[src/rtl/game_pkg.sv]
// Shared types and constants for the dragon-game round sequencer.
package game_pkg;

    typedef enum logic [1:0] {
        PH_IDLE  = 2'd0,
        PH_PLAY  = 2'd1,
        PH_OVER  = 2'd2,
        PH_PAUSE = 2'd3
    } phase_e;

    localparam int TIME_W          = 7;
    localparam int DEF_ROUND_SEC   = 60;
    localparam int DEF_RESPAWN_SEC = 2;

endpackage

[src/rtl/game_flow_ctrl_if.sv]
// Control/status bundle between the game sequencer and its surroundings.
// The pause pulse exists only when GAME_PAUSE_EN is defined.
interface game_flow_ctrl_if #(
    parameter int N_DRAGON = 3,
    parameter int SCORE_W  = 10
);
    import game_pkg::*;

    logic                tick_1hz;
    logic                start;
    logic [N_DRAGON-1:0] hit;
`ifdef GAME_PAUSE_EN
    logic                pause;
`endif
    phase_e              phase;
    logic                play_en;
    logic [N_DRAGON-1:0] dragon_en;
    logic [SCORE_W-1:0]  score;
    logic [TIME_W-1:0]   time_left;
    logic                game_over;

    modport master (
`ifdef GAME_PAUSE_EN
        output pause,
`endif
        output tick_1hz, start, hit,
        input  phase, play_en, dragon_en, score, time_left, game_over
    );

    modport slave (
`ifdef GAME_PAUSE_EN
        input  pause,
`endif
        input  tick_1hz, start, hit,
        output phase, play_en, dragon_en, score, time_left, game_over
    );

endinterface

[src/rtl/respawn_timer.sv]
// Per-dragon alive flag plus respawn countdown in seconds.
// clear revives the dragon; run low (round not active) kills it.
module respawn_timer #(
    parameter int RESPAWN_SEC = game_pkg::DEF_RESPAWN_SEC,
    parameter int CNT_W       = 2
) (
    input  logic             clk,
    input  logic             rst,
    input  logic             load_i,
    input  logic             tick_i,
    input  logic             run_i,
    input  logic             clear_i,
    output logic             alive_o,
    output logic [CNT_W-1:0] count_o
);

    logic [CNT_W-1:0] count_q, count_d;
    logic             alive_q, alive_d;

    // NOTE: every target gets a default before any branch, otherwise
    // the unassigned paths would infer latches.
    always_comb begin
        count_d = count_q;
        alive_d = alive_q;
        if (clear_i) begin
            count_d = '0;
            alive_d = 1'b1;
        end else if (!run_i) begin
            alive_d = 1'b0;
        end else if (load_i) begin
            count_d = CNT_W'(RESPAWN_SEC);
            alive_d = 1'b0;
        end else if (tick_i && count_q != '0) begin
            count_d = count_q - 1'b1;
            alive_d = (count_q == CNT_W'(1));
        end
    end

    // NOTE: state registers use non-blocking assignments so every flop
    // samples the pre-edge values regardless of statement order.
    always_ff @(posedge clk) begin
        if (rst) begin
            count_q <= '0;
            alive_q <= 1'b0;
        end else begin
            count_q <= count_d;
            alive_q <= alive_d;
        end
    end

    assign alive_o = alive_q;
    assign count_o = count_q;

endmodule

[src/rtl/game_flow_ctrl.sv]
// Round sequencer: phase FSM, round countdown, saturating score, respawn timers.
// Optional pause support is enabled with `define GAME_PAUSE_EN.
module game_flow_ctrl
    import game_pkg::*;
#(
    parameter int N_DRAGON    = 3,
    parameter int ROUND_SEC   = DEF_ROUND_SEC,
    parameter int RESPAWN_SEC = DEF_RESPAWN_SEC,
    parameter int SCORE_W     = 10
) (
    input logic              clk,
    input logic              rst,
    game_flow_ctrl_if.slave  bus
);

    localparam int CNT_W     = $clog2(RESPAWN_SEC + 1);
    localparam int SCORE_MAX = (1 << SCORE_W) - 1;

    phase_e              phase_q, phase_d;
    logic [TIME_W-1:0]   time_q, time_d;
    logic [SCORE_W-1:0]  score_q, score_d;
    logic                play_en_q;
    logic                over_q, over_d;
    logic                reload;
    logic                tick_play;
    logic                run;
    logic [N_DRAGON-1:0] hit_acc;
    logic [N_DRAGON-1:0] alive;
    logic [CNT_W-1:0]    resp_cnt [N_DRAGON];
    int                  sum;

    always_comb begin
        phase_d   = phase_q;
        time_d    = time_q;
        score_d   = score_q;
        over_d    = 1'b0;
        reload    = 1'b0;
        tick_play = 1'b0;
        hit_acc   = '0;
        sum       = 0;
        unique case (phase_q)
            PH_IDLE, PH_OVER: begin
                if (bus.start) begin
                    phase_d = PH_PLAY;
                    score_d = '0;
                    time_d  = TIME_W'(ROUND_SEC);
                    reload  = 1'b1;
                end
            end
            PH_PLAY: begin
                // Only live dragons can be struck; the rest are ignored.
                hit_acc = bus.hit & alive;
                sum     = int'(score_q);
                for (int i = 0; i < N_DRAGON; i++) sum = sum + int'(hit_acc[i]);
                score_d = (sum > SCORE_MAX) ? SCORE_W'(SCORE_MAX) : SCORE_W'(sum);
                if (bus.tick_1hz) begin
                    tick_play = 1'b1;
                    if (time_q == TIME_W'(1)) begin
                        phase_d = PH_OVER;
                        time_d  = '0;
                        over_d  = 1'b1;
                    end else begin
                        time_d = time_q - 1'b1;
                    end
                end
`ifdef GAME_PAUSE_EN
                if (bus.pause && phase_d == PH_PLAY) phase_d = PH_PAUSE;
`endif
            end
`ifdef GAME_PAUSE_EN
            PH_PAUSE: begin
                if (bus.pause) phase_d = PH_PLAY;
            end
`endif
            default: ;
        endcase
    end

    // Timers keep their dragons alive only while a round is in progress.
    assign run = (phase_d == PH_PLAY) || (phase_d == PH_PAUSE);

    always_ff @(posedge clk) begin
        if (rst) begin
            phase_q   <= PH_IDLE;
            time_q    <= TIME_W'(ROUND_SEC);
            score_q   <= '0;
            play_en_q <= 1'b0;
            over_q    <= 1'b0;
        end else begin
            phase_q   <= phase_d;
            time_q    <= time_d;
            score_q   <= score_d;
            play_en_q <= (phase_d == PH_PLAY);
            over_q    <= over_d;
        end
    end

    for (genvar g = 0; g < N_DRAGON; g++) begin : g_dragon
        respawn_timer #(
            .RESPAWN_SEC (RESPAWN_SEC),
            .CNT_W       (CNT_W)
        ) u_timer (
            .clk     (clk),
            .rst     (rst),
            .load_i  (hit_acc[g]),
            .tick_i  (tick_play),
            .run_i   (run),
            .clear_i (reload),
            .alive_o (alive[g]),
            .count_o (resp_cnt[g])
        );

        a_alive_idle_cnt: assert property (@(posedge clk) disable iff (rst)
            alive[g] |-> resp_cnt[g] == '0);
    end

    assign bus.phase     = phase_q;
    assign bus.play_en   = play_en_q;
    assign bus.dragon_en = alive;
    assign bus.score     = score_q;
    assign bus.time_left = time_q;
    assign bus.game_over = over_q;

endmodule

[src/flat_wrapper.sv]
// flat-port wrapper written by rule: the top's interface ports become plain ports
module game_flow_ctrl_flat import game_pkg::*;
#(
    parameter int N_DRAGON    = 3,
    parameter int ROUND_SEC   = DEF_ROUND_SEC,
    parameter int RESPAWN_SEC = DEF_RESPAWN_SEC,
    parameter int SCORE_W     = 10
)
  (clk, rst, bus_tick_1hz, bus_start, bus_hit, bus_phase, bus_play_en, bus_dragon_en, bus_score, bus_time_left, bus_game_over);
  game_flow_ctrl_if #(.N_DRAGON(N_DRAGON), .SCORE_W(SCORE_W)) bus_i ();
  input logic clk;
  input logic rst;
  input wire logic [$bits(bus_i.tick_1hz)-1:0] bus_tick_1hz;
  input wire logic [$bits(bus_i.start)-1:0] bus_start;
  input wire logic [$bits(bus_i.hit)-1:0] bus_hit;
  output wire logic [$bits(bus_i.phase)-1:0] bus_phase;
  output wire logic [$bits(bus_i.play_en)-1:0] bus_play_en;
  output wire logic [$bits(bus_i.dragon_en)-1:0] bus_dragon_en;
  output wire logic [$bits(bus_i.score)-1:0] bus_score;
  output wire logic [$bits(bus_i.time_left)-1:0] bus_time_left;
  output wire logic [$bits(bus_i.game_over)-1:0] bus_game_over;
  assign bus_i.tick_1hz = bus_tick_1hz;
  assign bus_i.start = bus_start;
  assign bus_i.hit = bus_hit;
  assign bus_phase = bus_i.phase;
  assign bus_play_en = bus_i.play_en;
  assign bus_dragon_en = bus_i.dragon_en;
  assign bus_score = bus_i.score;
  assign bus_time_left = bus_i.time_left;
  assign bus_game_over = bus_i.game_over;
  game_flow_ctrl #(.N_DRAGON(N_DRAGON), .ROUND_SEC(ROUND_SEC), .RESPAWN_SEC(RESPAWN_SEC), .SCORE_W(SCORE_W)) u_core (.clk(clk), .rst(rst), .bus(bus_i));
endmodule
[config.mk]
export PLATFORM = sky130hd
export DESIGN_NAME = game_flow_ctrl_flat
export DESIGN_NICKNAME = d
export VERILOG_FILES = /design/src/rtl/game_pkg.sv /design/src/rtl/game_flow_ctrl_if.sv /design/src/rtl/respawn_timer.sv /design/src/rtl/game_flow_ctrl.sv /design/src/flat_wrapper.sv
export SDC_FILE = /design/constraint.sdc
export NUM_CORES = 1
export LEC_CHECK = 0
export CAP_MARGIN = 20
export CORE_AREA = 2 2 81 60
export CTS_CLUSTER_DIAMETER = 60
export DETAILED_ROUTE_END_ITERATION = 10
export DIE_AREA = 0 0 83 62
export PLACE_DENSITY = 0.87
export SLEW_MARGIN = 10
export SYNTH_ARGS = -nofsm -noshare
export SYNTH_HDL_FRONTEND = slang
export SYNTH_SLANG_ARGS = --single-unit
export TNS_END_PERCENT = 50
[constraint.sdc]
create_clock -name clk -period 3.2 [get_ports clk]
set_input_delay 0.64 -clock clk [delete_from_list [all_inputs] [get_ports clk]]
set_output_delay 0.64 -clock clk [all_outputs]
set_load 0.05 [all_outputs]
==> results_dict.tcl <==
set metrics [dict create \
    cts_buffers 5 \
    fin_util_pct 59.7 \
    cts_max_path_buffers 2 \
    criticalPathCategory "input pin to register" \
    postSynthAreaPerCell_sq_um 7.94 \
    syn-instance-count 261 \
    ys_types 57 \
    core_sq_um 4490 \
    die_y_microns 62 \
    fmax_ghz 0.323 \
    grt_pass1_wl_microns 8110 \
    rsz0062_at_grt "false" \
    diodes 0 \
    cp-end-kind "register" \
    cp_common_cell "a311oi_2" \
    worstPathMaxFanout 3 \
    dieArea_sq_um 5150 \
    pwr_density_cell_nw_per_um2 337 \
    total_power_uw 903 \
    synth_ff_type "dfxtp_1" \
    clkTransAtPathRegs_ps 60 \
    yosys_warnings 0 \
    vdd_drop_max_mv 0.247 \
    drt_first_pass_iters 4 \
    cts_sinks 30 \
    grt_pass1_vias 1746 \
    arrival_ps 3290 \
    path_cells "clkdlybuf4s50_1, nand2_1, inv_2, ha_1, inv_1, fa_2, nand2b_4, or4_4, a311oi_2, mux2_4, a311oi_2" \
    async_flop_share_pct 0 \
    fin_crit_ps 3100 \
    ys_ff_latch 30 \
    dp_hpwl_microns 3850 \
    cp-start-kind "input pin" \
    setup-tns-final_ps 0 \
    gp_congestion 0.885 \
    yosys.area_share.simple_pct 27.8 \
    outcome "complete, no violations" \
    critPathSlowestCell "or4_4" \
    routed_via_density 5.83 \
    cts_hold_buf 0 \
    final_nets 324 \
    synth_xor_area_share_pct 2.11 \
    htreeDepth 2 \
    synth_top_family_by_area "simple AND/OR/NAND/NOR gates" \
    cellLeakagePower_nw 0.944 \
    wl_per_cell_microns 14.7 \
    grt_max_degree 22 \
    clk_latency_ps 280 \
    syn_nets 280 \
    die_w_microns 83 \
    start_util_pct 46.1 \
    syn_to_final_growth_pct 29.3 \
    ant_nets 0 \
    post-route-drc-count 0 \
    yosysSeqAreaShare_pct 29.0 \
    drtIter0Drc 151 \
    wl_microns 5300 \
    cts_tree "built" \
    maxSlewHeadroom_pct 60.7 \
    netlist_area_sq_um 2070 \
    grt_usage_pct 19.7 \
    synth-edff-count 0 \
    port_buffers 30 \
    cts-root-buf "clkbuf_8" \
    vias 2106 \
    io_pins 31 \
    hold_path_class "register to register" \
    fin_crit_sh_pct 96.8 \
    path_buf_inv 3 \
    drv_cap 0 \
    hold_viol_final 0 \
    synthAdderAreaFrac_pct 7.60 \
    max_slew.worst_pin.slew_ps 588 \
    layout-drive-gt1-share_pct 18.1 \
    antenna_found_initial 0 \
    grt-ovfl-total 0 \
    skew_ps 2.69 \
    required_ps 3390 \
    setup_viol 0 \
    crit_family "simple AND/OR/NAND/NOR gates" \
    row_count 21 \
    synthMuxAreaShare_pct 2.11 \
    final_max_slew_viol_count 0 \
    synth_compound_area_share_pct 25.1 \
    slowest_delay_ps 420 \
]
-- layout make-up --
class | instances | area (sq um)
fillers | 378 | 1810
multi-input cells | 201 | 1410
flip-flops and latches | 30 | 601
repair buffers | 51 | 458
clock buffers | 6 | 82.6
well taps | 57 | 71.3
inverters | 16 | 60.1
-- cell families (layout without fill, tap and decap cells) --
logic type | after synthesis | in the layout
xor gates and xnor gates | 5 | 5
buffers and inverters | 30 | 73
DFF | 30 | 30
muxes | 4 | 4
adders and majority gates | 12 | 12
and+or+nand+nor | 105 | 105
AOI/OAI and AO/OA | 75 | 75
-- stage by stage --
stage / instances / hold WS [ps] / cell area [sq um] / setup slack (ps)
6_report: 361 / 468 / 2680 / 101
5_1_grt: 361 / 486 / 2680 / 10.1
4_1_cts: 360 / 469 / 2630 / 9.04
3_5_place_dp: 354 / 455 / 2520 / -421
3_3_place_gp: 354 / 452 / 2520 / -313
2_1_floorplan: 261 / 440 / 2070 / 173
-- registers in the layout (all words and copies together), names as in the netlist --
register	count
u_core.bus.game_over	1
u_core.g_dragon.u_timer.count_o	6
u_core.bus.score	10
u_core.g_dragon.u_timer.alive_o	3
u_core.bus.play_en	1
u_core.bus.time_left	7
u_core.bus.phase	2
-- report_power, final --
part	internal (mW)	switching, mW	total, mW
Clock	0.165	0.134	0.299
Combinational	0.0732	0.124	0.197
Sequential	0.387	0.0193	0.406
-- metal layers --
metal / wire, microns / part of all wire [%] / GRT usage, %
met5: 0 / 0 / 0
met4: 55 / 1.0 / 7.49
met3: 301 / 5.7 / 4.76
met2: 2470 / 46 / 31.5
met1: 2480 / 47 / 26.5
-- repair_timing --
item	CTS	global route
pin swaps	0	5
buffers inserted	0	1
resized for setup	4	10
endpoints found under the setup margin	3	9
-- synthesized netlist by cell type, drive strengths merged, types with 6 or more instances --
library cell | instances | share of area (%)
a211oi | 6 | 2.7
a21oi | 18 | 4.3
a311oi | 6 | 2.8
a31oi | 6 | 1.8
buf | 6 | 1.9
clkbuf | 8 | 1.4
dfxtp | 30 | 29
ha | 11 | 6.6
inv | 16 | 2.9
nand2 | 26 | 4.7
nand2b | 10 | 3.0
nor2 | 28 | 6.1
nor3 | 6 | 1.4
o21ai | 16 | 3.9
-- worst paths after layout --
| path | endpoint | from | cells after the start | slack [ps] |
|---|---|---|---|---|
| max reg2reg | u_core.bus.score[9]$_SDFFE_PP0P_ | u_core.g_dragon[0].u_timer.alive_o$_SDFFE_PP0P_ | 10 | 520 |
| min reg2reg | u_core.g_dragon[1].u_timer.count_o[1]$_SDFFE_PP0P_ | u_core.g_dragon[1].u_timer.count_o[1]$_SDFFE_PP0P_ | 1 | 470 |
| max | u_core.bus.score[9]$_SDFFE_PP0P_ | bus_hit[0] | 11 | 100 |
| min | u_core.g_dragon[1].u_timer.count_o[1]$_SDFFE_PP0P_ | u_core.g_dragon[1].u_timer.count_o[1]$_SDFFE_PP0P_ | 1 | 470 |
-- cells in the final DEF (no fill, tap or decap), drive strengths merged, types with 4 or more instances in the layout --
| master | instances |
|---|---|
| a211oi | 6 |
| a21oi | 18 |
| a221o | 4 |
| a311oi | 6 |
| a31oi | 6 |
| buf | 21 |
| clkbuf | 6 |
| clkdlybuf4s50 | 30 |
| dfxtp | 30 |
| ha | 11 |
| inv | 16 |
| nand2 | 26 |
| nand2b | 10 |
| nand3 | 4 |
| nor2 | 28 |
| nor2b | 4 |
| nor3 | 6 |
| nor3b | 4 |
| o21ai | 16 |
| or4 | 4 |
| xnor2 | 4 |
Power figures use the tool's default switching activity.
